`src/rtl/msg_sched_pkg.sv`:
```
// rtl/msg_sched_pkg.sv - shared types, sigma rotate/shift constants and round-count helper
// Contents:
//   state_e          scheduler state {IDLE, RUN}
//   S*_R*/S*_SH_*    rotate/shift amounts for sigma0/sigma1, 32- and 64-bit words
//   rounds_for()     number of schedule words for a given word width
package msg_sched_pkg;

   typedef enum logic {
      IDLE = 1'b0,
      RUN  = 1'b1
   } state_e;

   // SHA-224/256 (32-bit words)
   localparam int S0_R1_32 = 7;
   localparam int S0_R2_32 = 18;
   localparam int S0_SH_32 = 3;
   localparam int S1_R1_32 = 17;
   localparam int S1_R2_32 = 19;
   localparam int S1_SH_32 = 10;

   // SHA-384/512 (64-bit words)
   localparam int S0_R1_64 = 1;
   localparam int S0_R2_64 = 8;
   localparam int S0_SH_64 = 7;
   localparam int S1_R1_64 = 19;
   localparam int S1_R2_64 = 61;
   localparam int S1_SH_64 = 6;

   function automatic int rounds_for(input int word_w);
      return (word_w == 64) ? 80 : 64;
   endfunction

endpackage

```
`src/rtl/msg_sched_sigma.sv`:
```
// rtl/msg_sched_sigma.sv - combinational SHA-2 small sigma function (sigma0 or sigma1)
// Parameters:
//   WORD_W  word width, 32 or 64
//   SEL     0 selects sigma0, 1 selects sigma1
// Ports:
//   i_x     input word
//   o_y     ROTR(a) ^ ROTR(b) ^ SHR(c) of i_x
module msg_sigma
   import msg_sched_pkg::*;
#(
   parameter int WORD_W = 32,
   parameter bit SEL    = 1'b0
)
(
   input  logic [WORD_W-1:0] i_x,
   output logic [WORD_W-1:0] o_y
);

   localparam int R1 = (WORD_W == 64) ? (SEL ? S1_R1_64 : S0_R1_64)
                                      : (SEL ? S1_R1_32 : S0_R1_32);
   localparam int R2 = (WORD_W == 64) ? (SEL ? S1_R2_64 : S0_R2_64)
                                      : (SEL ? S1_R2_32 : S0_R2_32);
   localparam int SH = (WORD_W == 64) ? (SEL ? S1_SH_64 : S0_SH_64)
                                      : (SEL ? S1_SH_32 : S0_SH_32);

   function automatic logic [WORD_W-1:0] rotr(input logic [WORD_W-1:0] x, input int n);
      return (x >> n) | (x << (WORD_W - n));
   endfunction

   always_comb begin
      o_y = rotr(i_x, R1) ^ rotr(i_x, R2) ^ (i_x >> SH);
   end

endmodule

```
`src/rtl/msg_sched.sv`:
```
// rtl/msg_sched.sv - SHA-2 message schedule generator, one W[t] word per handshake
// Parameters:
//   WORD_W     32 (SHA-224/256, 64 rounds) or 64 (SHA-384/512, 80 rounds)
// Ports:
//   clk        rising-edge clock
//   rst        synchronous active-high reset
//   i_valid    block-load request (honoured in IDLE only)
//   o_ready    high in IDLE, block can be accepted
//   i_block    16-word message block, word 0 in the MSBs
//   i_abort    cancel current block, return to IDLE
//   o_w        current schedule word W[t]
//   o_w_valid  o_w holds a valid word
//   i_w_ready  consumer accepts o_w this cycle
//   o_round    index t of o_w
//   o_last     high with o_w_valid on the final round
module msg_sched
   import msg_sched_pkg::*;
#(
   parameter int WORD_W = 32
)
(
   input  logic                 clk,
   input  logic                 rst,
   input  logic                 i_valid,
   output logic                 o_ready,
   input  logic [16*WORD_W-1:0] i_block,
   input  logic                 i_abort,
   output logic [WORD_W-1:0]    o_w,
   output logic                 o_w_valid,
   input  logic                 i_w_ready,
   output logic [6:0]           o_round,
   output logic                 o_last
);

   localparam int         ROUNDS   = rounds_for(WORD_W);
   localparam logic [6:0] LAST_RND = 7'(ROUNDS - 1);

   state_e state_q, state_d;

   // Sliding 16-word window; element 0 is the word currently presented.
   // The [0:15] ordering makes element 0 the MSBs, matching i_block directly.
   logic [0:15][WORD_W-1:0] win_q, win_d;
   logic [6:0]              round_q, round_d;

   logic [WORD_W-1:0] s0_w;
   logic [WORD_W-1:0] s1_w;
   logic [WORD_W-1:0] w_new;

   msg_sigma #(.WORD_W(WORD_W), .SEL(1'b0)) u_sigma0 (
      .i_x (win_q[1]),
      .o_y (s0_w)
   );

   msg_sigma #(.WORD_W(WORD_W), .SEL(1'b1)) u_sigma1 (
      .i_x (win_q[14]),
      .o_y (s1_w)
   );

   // Window positions relative to W[t]: [14]=W[t+14], [9]=W[t+9], [1]=W[t+1].
   assign w_new = s1_w + win_q[9] + s0_w + win_q[0];

   always_ff @(posedge clk) begin
      if (rst) begin
         state_q <= IDLE;
         win_q   <= '0;
         round_q <= '0;
      end else begin
         state_q <= state_d;
         win_q   <= win_d;
         round_q <= round_d;
      end
   end

   always_comb begin
      state_d = state_q;
      win_d   = win_q;
      round_d = round_q;
      if (i_abort) begin
         // Abort outranks both load and handshake.
         state_d = IDLE;
         win_d   = '0;
         round_d = '0;
      end else begin
         case (state_q)
            IDLE: begin
               if (i_valid) begin
                  state_d = RUN;
                  win_d   = i_block;
                  round_d = '0;
               end
            end
            RUN: begin
               if (i_w_ready) begin
                  win_d   = {win_q[1:15], w_new};
                  round_d = (round_q < LAST_RND) ? round_q + 7'd1 : LAST_RND;
                  if (round_q == LAST_RND) begin
                     state_d = IDLE;
                     win_d   = '0;
                     round_d = '0;
                  end
               end
            end
            default: begin
               state_d = IDLE;
               win_d   = '0;
               round_d = '0;
            end
         endcase
      end
   end

   always_comb begin
      o_ready   = 1'b0;
      o_w_valid = 1'b0;
      o_w       = '0;
      o_round   = '0;
      o_last    = 1'b0;
      case (state_q)
         IDLE: begin
            o_ready = 1'b1;
         end
         RUN: begin
            o_w_valid = 1'b1;
            o_w       = win_q[0];
            o_round   = round_q;
            o_last    = (round_q == LAST_RND);
         end
         default: begin
            o_ready = 1'b1;
         end
      endcase
   end

endmodule

```
`config.mk`:
```
export PLATFORM = sky130hd
export DESIGN_NAME = msg_sched
export DESIGN_NICKNAME = d
export VERILOG_FILES = /design/src/rtl/msg_sched_pkg.sv /design/src/rtl/msg_sched_sigma.sv /design/src/rtl/msg_sched.sv
export SDC_FILE = /design/constraint.sdc
export NUM_CORES = 1
export LEC_CHECK = 0
export ABC_AREA = 1
export CORE_UTILIZATION = 45
export CTS_CLUSTER_DIAMETER = 100
export DETAILED_ROUTE_END_ITERATION = 8
export PLACE_DENSITY = 0.75
export RECOVER_POWER = 50
export SETUP_SLACK_MARGIN = 0.02
export SLEW_MARGIN = 5
export SYNTH_ARGS = -nofsm -noshare
export SYNTH_HDL_FRONTEND = slang
export SYNTH_SLANG_ARGS = --single-unit
```
`constraint.sdc`:
```
create_clock -name clk -period 4.5 [get_ports clk]
set_clock_uncertainty 0.15 [all_clocks]
set_input_delay 0.675 -clock clk [delete_from_list [all_inputs] [get_ports clk]]
set_output_delay 0.675 -clock clk [all_outputs]
set_load 0.1 [all_outputs]
```
==> metrics.yaml <==
outcome:
  status: "finished, violations left"
  violations: "max-capacitance violations, max-slew violations"
global_routing:
  grt_pass1_vias: 25800
  grt_usage_pct: 35.9
  grt_pass1_wl_um: 168000
  globalRoute.totalOverflow: 0
  antenna_found_initial: 24
  grt_busiest_layer: "met2"
  met2_usage_pct: 54.0
  grt_use_met1_pct: 48.9
  gr-usage-met3_pct: 7.76
  grt_max_degree: 192
placed_design:
  dp_hpwl_um: 86100
  io_buffers: 558
  postPlaceCellArea_um2: 32900
  gp_congestion: 1.01
synth:
  async_flop_share_pct: 0
  synthCells: 3727
  synth_common_cells: "a21oi_1, nand2_1, dfxtp_1, o21ai_0, inv_1"
  synth_area_um2: 27600
  ys_types: 32
  synth.most_common_cell: "a21oi_1"
  yosysWarnings: 0
  synth.area.top_cells: "dfxtp_1, a21oi_1, nand2_1"
  avgSynthCellArea_um2: 7.39
  syn_nets: 4338
  synth_top_area_share_pct: 37.8
  yosysTopAreaCell: "dfxtp_1"
  ys_ff_latch: 520
  synth_edf_count: 0
  ys.flop_type: "dfxtp_1"
  seq_area_frac_synth_pct: 37.8
cts:
  cts_inserted_buffers: 56
  cts_tree: "yes"
  clk_pin_slew_ns: 0.06
  cts.repair.resized: 0
  clockBufferDepth: 3
  cts_sinks: 520
  clkLatencyLatePin_ns: 0.65
  hold_buffers: 0
  htree_levels: 2
  root_buffer: "clkbuf_16"
  cts_setup_buffers: 0
power:
  powerDensity_nw_per_um2: 379
  swShare_pct: 32.7
  combPwrFrac_pct: 24.2
  p_int_w: 0.00889
  peakVddDrop_mv: 0.318
  switching_power_w: 0.00431
  cellLeakagePower_nw: 13.3
  p_clk_share_pct: 37.5
  p_seq_share_pct: 38.3
layout:
  syn2layout_area_growth_pct: 26.3
  drive_gt1_share_pct: 5.38
  finalInstanceArea_um2: 34800
  finalNetCount: 4690
setup_path:
  critPathMaxFanout: 17
  crit_path_max_incr_delay_ns: 1.14
  required_ns: 3.67
  crit_family: "buffers and inverters"
  cp_num_buf_inv: 3
  timing.rr.end: "win_q[31]"
  reg2regPathDepth: 16
  slowest_stage: "clkdlybuf4s50_1"
  crit_arrival_ns: 3.44
  criticalPathCategory: "flip-flop to output port"
  end_kind: "output port"
  crit_path_start_kind: "flip-flop"
  reg2reg_slack_ns: 0.24
  cp_cell_sequence: "buf_4, nand2_1, inv_1, clkdlybuf4s50_1"
  rr_startpoint: "win_q[467]"
timing:
  tightest_slew_ns: 1.71
  rsz0062_at_grt: "false"
  period_minus_slack_ns: 4.26
  tns_ns: 0
  slew_violations: 192
  fmax_mhz: 235
  slew_headroom_pct: -14.2
  finalHoldViolCount: 0
  fin_crit_sh_pct: 94.8
  setup_violations: 0
routing:
  wl_per_cell_um: 23.6
  ant_nets: 0
  via_per_inst: 5.69
  num_vias: 28000
  routed_wirelength_um: 116000
  drcViolationCount: 0
  first_pass_iters: 6
  drtIter0Drc: 3204
run:
  max_cap_viol_count: 2
min_path:
  whs_path_depth: 2
  holdPathEnd: "win_q[340]"
  hp-start: "win_q[308]"
  hp-class: "flip-flop to flip-flop"
floorplanning:
  core_um2: 60500
  start_util_pct: 45.6
  io_pins: 559
  row_count: 90
  die_w_um: 249
  fp.dieH_um: 249
  die_area_um2: 62200
[registers in the layout, indices dropped and copies added (netlist names)]
register	cells
round_q	7
state_q	1
win_q	512
[metal layers]
layer  up-vias  share of wire, %
met3       234               9.6
met2      1427                44
met1     13100                42
li1      13200                 -
met5         -             0.095
met4        18               4.6
[worst max path at each step]
stage / endpoint / startpoint / cells after the start / slack, ns
after floorplan: o_last / state_q / 5 / 0.20
after global placement: win_q[22] / win_q[470] / 17 / 0.33
after detailed placement: win_q[22] / win_q[470] / 17 / 0.40
after CTS: win_q[22] / win_q[470] / 17 / 0.37
after global routing: win_q[31] / win_q[467] / 15 / 0.10
final: o_w[22] / state_q / 4 / 0.24
[power by group through the flow]
stage | sequential (W) | clock [W] | combinational [W]
global route | 0.00507 | 0.00515 | 0.00346
floorplan | 0.00505 | 0 | 0.00193
detailed placement | 0.00514 | 0 | 0.00313
global placement | 0.00514 | 0 | 0.00314
finish | 0.00506 | 0.00495 | 0.00320
CTS | 0.00504 | 0.00496 | 0.00316
[worst register-to-register path, delay by kind of cell, from the launching register on]
family                   cells  cell delay [ns]
AO/OA/AOI/OAI                1             0.07
XOR/XNOR                     2             0.63
adder cells (fa/ha/maj)      3             1.39
buffers and inverters        1             0.07
flip-flops                   1             0.54
AND/OR/NAND/NOR              9             1.27
[layout make-up]
type | instances | area, µm²
repair buffers | 603 | 6000
multi-input cells | 2615 | 14300
diodes | 15 | 37.5
well taps | 782 | 978
fillers | 5575 | 25700
clock buffers | 77 | 1590
inverters | 283 | 1100
flip-flops and latches | 520 | 10400
clock inverters | 28 | 368
[kinds of logic after synthesis]
family                     after synthesis  synth area share [%]
buffers and inverters                  592                  10.3
DFF                                    520                  37.8
adders and majority gates               94                  5.96
AOI/OAI and AO/OA                     1519                  29.5
xor gates and xnor gates               133                  4.23
and+or+nand+nor                        869                  12.3
[cell usage in the layout (no fill, tap or decap), types with 3 or more instances in the layout]
cell | Yosys | final
bufinv_16 | 0 | 6
nand3b_1 | 4 | 4
dfxtp_1 | 520 | 520
a221oi_2 | 44 | 43
clkinv_2 | 0 | 15
o21bai_1 | 3 | 3
o21ai_1 | 41 | 41
nand3_1 | 45 | 45
clkdlybuf4s50_1 | 0 | 527
buf_4 | 6 | 48
o21ai_0 | 444 | 444
ha_1 | 32 | 32
fa_1 | 62 | 62
inv_1 | 280 | 280
xnor2_1 | 60 | 60
diode_2 | 0 | 15
clkbuf_16 | 0 | 56
a21oi_1 | 969 | 969
buf_12 | 1 | 15
nor2_1 | 46 | 45
clkbuf_2 | 0 | 6
or2_2 | 3 | 3
a221oi_1 | 16 | 17
xor2_1 | 73 | 73
clkbuf_8 | 0 | 11
nand2_1 | 758 | 758
clkbuf_1 | 138 | 15
nor3_1 | 3 | 3
[stage by stage]
step	hold slack (ns)	util (%)	power [W]	setup WS, ns	std cells
2_1_floorplan	0.283	-	0.00698	0.204	3727
3_3_place_gp	0.293	54.4	0.00828	0.328	4803
3_5_place_dp	0.300	54.4	0.00827	0.396	4803
4_1_cts	0.306	57.6	0.0132	0.375	4908
5_1_grt	0.322	57.6	0.0137	0.103	4922
6_report	0.304	57.6	0.0132	0.236	4923
Note: power is estimated with default switching activity, not from simulation.
